[src/rtl/poolb_ctrl_pkg.sv]
// poolb_ctrl_pkg: shared state encoding and size helpers for the
// three-unit pooling controller.
package poolb_ctrl_pkg;

   localparam int UNITS = 3;

   typedef enum logic [2:0] {
      IDLE,
      WAIT_ROW,
      STREAM,
      DRAIN,
      DONE
   } state_t;

   // Never returns less than 1 so every counter keeps at least one bit.
   function automatic int clog2(input int v);
      int r;
      r = 1;
      while ((1 << r) < v) r++;
      return r;
   endfunction

   function automatic int ofm_size(input int ifm, input int k);
      return ifm / k;
   endfunction

   function automatic int num_groups(input int depth);
      return (depth + UNITS - 1) / UNITS;
   endfunction

   function automatic logic [UNITS-1:0] last_mask(input int depth);
      int n;
      n = depth - UNITS * (num_groups(depth) - 1);
      return UNITS'((1 << n) - 1);
   endfunction

endpackage

[src/rtl/poolb_ctrl_u3_delay.sv]
// poolb_ctrl_delay: fixed-depth shift register with asynchronous clear,
// used to align enables and write fields with memory/pool latency.
module poolb_ctrl_delay #(
   parameter int W = 1,
   parameter int D = 1
) (
   input  logic         clk,
   input  logic         reset,
   input  logic [W-1:0] d,
   output logic [W-1:0] q
);

   logic [W-1:0] sr [D];

   always_ff @(posedge clk or negedge reset) begin
      if (!reset) begin
         for (int i = 0; i < D; i++) sr[i] <= '0;
      end else begin
         sr[0] <= d;
         for (int i = 1; i < D; i++) sr[i] <= sr[i-1];
      end
   end

   assign q = sr[D-1];

endmodule

[src/rtl/poolb_ctrl_u3.sv]
// poolb_ctrl_u3: row/column sequencer for the three-unit 2x2 pooling
// datapath; issues paired IFM reads and times fifo/pool/OFM writes.
module poolb_ctrl_u3
   import poolb_ctrl_pkg::*;
#(
   parameter int IFM_SIZE = 10,
   parameter int IFM_DEPTH = 16,
   parameter int KERNAL_SIZE = 2,
   parameter int RD_LATENCY = 1,
   parameter int POOL_LATENCY = 1,
   localparam int OFM_SIZE = ofm_size(IFM_SIZE, KERNAL_SIZE),
   localparam int NUM_GROUPS = num_groups(IFM_DEPTH),
   localparam int RA_W = clog2(NUM_GROUPS * IFM_SIZE * IFM_SIZE),
   localparam int WA_W = clog2(NUM_GROUPS * OFM_SIZE * OFM_SIZE)
) (
   input  logic            clk,
   input  logic            reset,
   input  logic            start,
   input  logic            ofm_ready,
   output logic            busy,
   output logic            done,
   output logic [RA_W-1:0] rd_addr_A,
   output logic [RA_W-1:0] rd_addr_B,
   output logic            rd_en,
   output logic            fifo_enable,
   output logic            pool_enable,
   output logic            wr_en,
   output logic [WA_W-1:0] wr_addr,
   output logic [2:0]      unit_mask
);

   localparam int CW = clog2(IFM_SIZE);
   localparam int RW = clog2(OFM_SIZE);
   localparam int GW = clog2(NUM_GROUPS);
   localparam int DRAIN_CYC = RD_LATENCY + POOL_LATENCY;
   localparam int DW = clog2(DRAIN_CYC);
   localparam int P1W = WA_W + 5;
   localparam int P2W = WA_W + 4;
   localparam logic [CW-1:0] C_LAST = CW'(IFM_SIZE - 1);
   localparam logic [RW-1:0] R_LAST = RW'(OFM_SIZE - 1);
   localparam logic [GW-1:0] G_LAST = GW'(NUM_GROUPS - 1);
   localparam logic [DW-1:0] D_LAST = DW'(DRAIN_CYC - 1);
   localparam logic [RA_W-1:0] RD_STEP = RA_W'(KERNAL_SIZE * IFM_SIZE);
   localparam logic [RA_W-1:0] B_OFS = RA_W'(IFM_SIZE);
   localparam logic [WA_W-1:0] WR_STEP = WA_W'(OFM_SIZE);
   localparam logic [2:0] LAST_MASK = last_mask(IFM_DEPTH);

   state_t state, state_nx;
   logic [CW-1:0] col;
   logic [RW-1:0] row;
   logic [GW-1:0] grp;
   logic [DW-1:0] dcnt;
   logic [RA_W-1:0] rd_base, ra;
   logic [WA_W-1:0] wr_base;
   logic stream, row_end, layer_end;

   assign stream = (state == STREAM);
   assign row_end = stream && (col == C_LAST);
   assign layer_end = row_end && (row == R_LAST) && (grp == G_LAST);

   always_ff @(posedge clk or negedge reset) begin
      if (!reset) state <= IDLE;
      else state <= state_nx;
   end

   always_comb begin
      state_nx = state;
      busy = 1'b1;
      done = 1'b0;
      rd_en = 1'b0;
      unique case (state)
         IDLE: begin
            busy = 1'b0;
            if (start) state_nx = WAIT_ROW;
         end
         WAIT_ROW: if (ofm_ready) state_nx = STREAM;
         STREAM: begin
            rd_en = 1'b1;
            if (layer_end) state_nx = DRAIN;
            else if (row_end) state_nx = WAIT_ROW;
         end
         DRAIN: if (dcnt == D_LAST) state_nx = DONE;
         DONE: begin
            done = 1'b1;
            state_nx = IDLE;
         end
         default: state_nx = IDLE;
      endcase
   end

   // Groups are contiguous, so row bases advance by a fixed step
   // across group boundaries too.
   always_ff @(posedge clk or negedge reset) begin
      if (!reset) begin
         col <= '0;
         row <= '0;
         grp <= '0;
         dcnt <= '0;
         rd_base <= '0;
         wr_base <= '0;
      end else begin
         if (layer_end) begin
            col <= '0;
            row <= '0;
            grp <= '0;
            rd_base <= '0;
            wr_base <= '0;
         end else if (row_end) begin
            col <= '0;
            rd_base <= rd_base + RD_STEP;
            wr_base <= wr_base + WR_STEP;
            if (row == R_LAST) begin
               row <= '0;
               grp <= grp + 1'b1;
            end else begin
               row <= row + 1'b1;
            end
         end else if (stream) begin
            col <= col + 1'b1;
         end
         dcnt <= (state == DRAIN) ? dcnt + 1'b1 : '0;
      end
   end

   assign ra = rd_base + RA_W'(col);
   assign rd_addr_A = rd_en ? ra : '0;
   assign rd_addr_B = rd_en ? ra + B_OFS : '0;

   logic [P1W-1:0] p1_d, p1_q;
   logic [P2W-1:0] p2_d, p2_q;
   logic [WA_W-1:0] wa0, wa1, wa2;
   logic [2:0] m0, m1, m2;
   logic rd_q, odd_q, wr_q;

   assign wa0 = wr_base + WA_W'(col >> 1);
   assign m0 = (grp == G_LAST) ? LAST_MASK : 3'b111;
   assign p1_d = {rd_en, rd_en & col[0], wa0, m0};
   assign {rd_q, odd_q, wa1, m1} = p1_q;
   assign p2_d = {odd_q, wa1, m1};
   assign {wr_q, wa2, m2} = p2_q;

   poolb_ctrl_delay #(.W(P1W), .D(RD_LATENCY)) u_rd_dly (
      .clk(clk),
      .reset(reset),
      .d(p1_d),
      .q(p1_q)
   );

   poolb_ctrl_delay #(.W(P2W), .D(POOL_LATENCY)) u_pool_dly (
      .clk(clk),
      .reset(reset),
      .d(p2_d),
      .q(p2_q)
   );

   assign fifo_enable = rd_q;
   assign pool_enable = odd_q;
   assign wr_en = wr_q;
   assign wr_addr = wr_q ? wa2 : '0;
   assign unit_mask = wr_q ? m2 : '0;

endmodule

[config.mk]
export PLATFORM = sky130hd
export DESIGN_NAME = poolb_ctrl_u3
export DESIGN_NICKNAME = d
export VERILOG_FILES = /design/src/rtl/poolb_ctrl_pkg.sv /design/src/rtl/poolb_ctrl_u3_delay.sv /design/src/rtl/poolb_ctrl_u3.sv
export SDC_FILE = /design/constraint.sdc
export NUM_CORES = 1
export LEC_CHECK = 0
export ABC_AREA = 1
export CORE_MARGIN = 2
export CORE_UTILIZATION = 42
export DETAILED_ROUTE_END_ITERATION = 16
export GPL_TIMING_DRIVEN = 0
export HOLD_SLACK_MARGIN = 0.1
export PLACE_DENSITY_LB_ADDON = 0.15
export SLEW_MARGIN = 20
export SYNTH_ARGS = -nofsm -noshare
export SYNTH_HDL_FRONTEND = slang
export SYNTH_HIERARCHICAL = 1
export SYNTH_SLANG_ARGS = --single-unit
[constraint.sdc]
create_clock -name clk -period 4.39 [get_ports clk]
set_input_delay 0.439 -clock clk [delete_from_list [all_inputs] [get_ports clk]]
set_output_delay 0.439 -clock clk [all_outputs]
set_load 0.1 [all_outputs]
==> metrics.md <==
| Metric | Value |
|---|---|
| TritonRoute pass-1 iters | 4 |
| Max-slew violations | 0 |
| Hold Path Class | in2async |
| Largest net degree at the start of global routing | 56 |
| Data required time of the worst path | 3950 ps |
| Share of cells above drive strength 1 | 8.53% |
| Peak Freq | 0.274 GHz |
| NumNets Final | 405 |
| Yosys warnings | 6 |
| CP bufs+invs | 1 |
| Max-slew headroom | 34.0% |
| Worst path top cell family by delay | buffers and inverters |
| Most used cell, CP | nand2_1 |
| Setup CP Type | reg2out |
| CTS Sinks | 55 |
| Final Hold Viols | 0 |
| Final worst path period need | 3650 ps |
| Number of diodes | 0 |
| Core Region | 0.00676 mm2 |
| # setup viols final | 0 |
| Max incr delay on CP | 1130 ps |
| Hold-fix buffers at CTS | 0 |
| IO buf count | 40 |
| DR vias/cell | 4.72 |
| Routability cong. | 0.784 |
| Final Cycle Share | 83.1% |
| Post_cts resized | 0 |
| Setup repair after global routing missed its margin | no |
| H-tree depth | 2 |
| Number of global-route vias before repair | 2074 |
| Clock-pin slew on the worst setup and hold paths | 100 ps |
| Hpwl dp | 3940 um |
| Detailed-route DRC error count | 0 |
| Total gr overflow | 0 |
| Sequential area share after synthesis | 47.4% |
| Synthesized area per cell | 8.56 um2 |
| Initial antenna violation count | 0 |
| Post-Syn Nets | 358 |
| Maxcap violations | 0 |
| Skew-Pair Late Insertion Delay | 310 ps |
| Mapped Area | 0.00290 mm2 |
| Die H | 87.1 um |
| Total Routed Length | 5230 um |
| Remaining antenna violation count | 0 |
| TritonCTS clock tree | yes |
| Critical Path Slowest Stage Cell | clkdlybuf4s50_1 |
| Critical Path AT | 3210 ps |
| Wire length per cell | 11.2 um |
| Die area | 0.00759 mm2 |
| Row count | 30 |
| Syn Inst Count | 339 |
| Outcome | completed |
| Setup crit end kind | primary output |
| DRT iter0 DRCs | 96 |
| First-pass GRT wire length | 9250 um |
| CTS Buf Count | 5 |
| Least-Margin Pin Slew | 987 ps |
| CP Cell Sequence | ha_1 -> nand2_1 -> nand2_2 -> nand2_1 -> nand2_1 -> nand2_1 -> nor2_1 -> a21oi_1 -> nor2_1 -> clkdlybuf4s50_1 |
| Post-synth cell types | 38 |
| Worst Clk Skew | 3.43 ps |
| Area Overhead vs Synth | 20.2% |
| IO Pins | 41 |
| Setup TNS | 0 ps |
| Clock root cell | clkbuf_8 |
| DR vias | 2203 |
| Post-synthesis register bit count | 55 |
| Critical Path Fanout Max | 6 |
| Crit start category | flop |
| Max clock buf depth | 2 |
| Initial core utilization | 42.9% |
| Die width | 87.1 um |
| GRT Total Usage | 15.5% |
| Setup Buffers After CTS | 0 |
registers in the layout, summed over array words and instances (netlist names):
signal,cells
u_pool_dly/q,12
dcnt,1
row,3
u_rd_dly/q,13
rd_base,8
state,3
wr_base,8
col,4
grp,3
kinds of logic (layout without fill, tap and decap cells):
logic type | after synthesis | after routing | share of synthesized area [%]
and+or+nand+nor | 154 | 154 | 25.5
adders and majority gates | 15 | 15 | 6.73
buffers and inverters | 62 | 110 | 8.84
DFF | 55 | 55 | 47.4
other | 1 | 1 | 0.129
muxes | 1 | 1 | 0.345
AOI/OAI and AO/OA | 38 | 38 | 7.07
xor gates and xnor gates | 13 | 13 | 3.92
cells in the mapped netlist:
library cell	count	area (um2)
o211ai_2	1	12.5
nor2_4	2	22.5
a21oi_1	17	85.1
o22ai_1	1	6.26
nor3b_1	1	7.51
xor2_1	11	96.3
nor2_2	1	6.26
nand3_2	2	20.0
nor2_8	2	40.0
fa_1	1	20.0
o21bai_1	1	7.51
buf_6	1	11.3
nand2_8	2	40.0
nand3_1	21	105
buf_4	1	7.51
nor2_1	39	146
or2_2	1	6.26
nand2_2	1	6.26
and3_1	1	6.26
a21oi_2	1	8.76
xnor2_1	2	17.5
o21ai_0	17	85.1
inv_6	1	8.76
ha_1	14	175
nor3_2	1	10.0
nand3b_1	1	7.51
nand4_1	2	12.5
nor3_1	6	30.0
clkbuf_1	2	7.51
inv_2	4	15.0
inv_1	50	188
nand2_4	1	11.3
conb_1	1	3.75
buf_2	2	10.0
nand2_1	70	263
mux2i_1	1	10.0
dfrtp_1	55	1380
clkinv_4	1	8.76
worst paths after layout:
path,end,from,slack [ps],cells after the start
setup / recovery,rd_addr_B[7],col[3]$_DFFE_PN0P_,740,10
hold / removal,u_pool_dly/q[0]$_DFF_PN0_,reset,170,1
setup reg to reg,u_rd_dly/q[9]$_DFF_PN0_,col[1]$_DFFE_PN0P_,2530,6
hold reg to reg,u_pool_dly/q[4]$_DFF_PN0_,u_rd_dly/q[4]$_DFF_PN0_,350,0
max in group asynchronous,rd_base[9]$_DFFE_PN0P_,reset,3790,1
min in group clk,u_pool_dly/q[4]$_DFF_PN0_,u_rd_dly/q[4]$_DFF_PN0_,350,0
stage by stage:
stage	instance area, um2	worst slack [ps]	util (%)	cells	hold WS, ps
4_1_cts	3490	728	51.6	467	189
2_1_floorplan	2900	381	-	339	143
3_3_place_gp	3400	1090	50.4	459	332
5_1_grt	3490	514	51.6	467	206
3_5_place_dp	3400	1090	50.3	459	335
6_report	3490	742	51.6	467	166
layer usage:
metal	vias up	GRT usage [%]	share of wire, %
li1	1144	-	-
met2	28	25.9	47
met3	8	3.13	3.2
met1	1023	20.1	48
met5	-	0	0
met4	0	5.45	1.6
layout by cell type, fill, tap and decap left out, types with 3 or more instances in the layout:
master and count:
a21oi_1 17, nand3_1 21, xor2_1 11, nand2_1 70
nor3_1 6, ha_1 14, dfrtp_1 55, clkbuf_1 3
o21ai_0 17, clkdlybuf4s50_1 39, inv_2 4, nor2_1 39
clkbuf_8 5, inv_1 50
layout make-up:
type | count | area (um2)
Fill cell | 653 | 3270
Sequential cell | 55 | 1380
Multi-Input combinational cell | 222 | 1270
Timing Repair Buffer | 40 | 398
Inverter | 56 | 220
Tap cell | 80 | 100
Clock buffer | 6 | 72.6
Buffer | 6 | 36.3
Clock inverter | 2 | 16.3
Power is left out: the tool's default activity adds up to more than one toggle a clock period on the data nets, which glitch-free logic cannot reach.
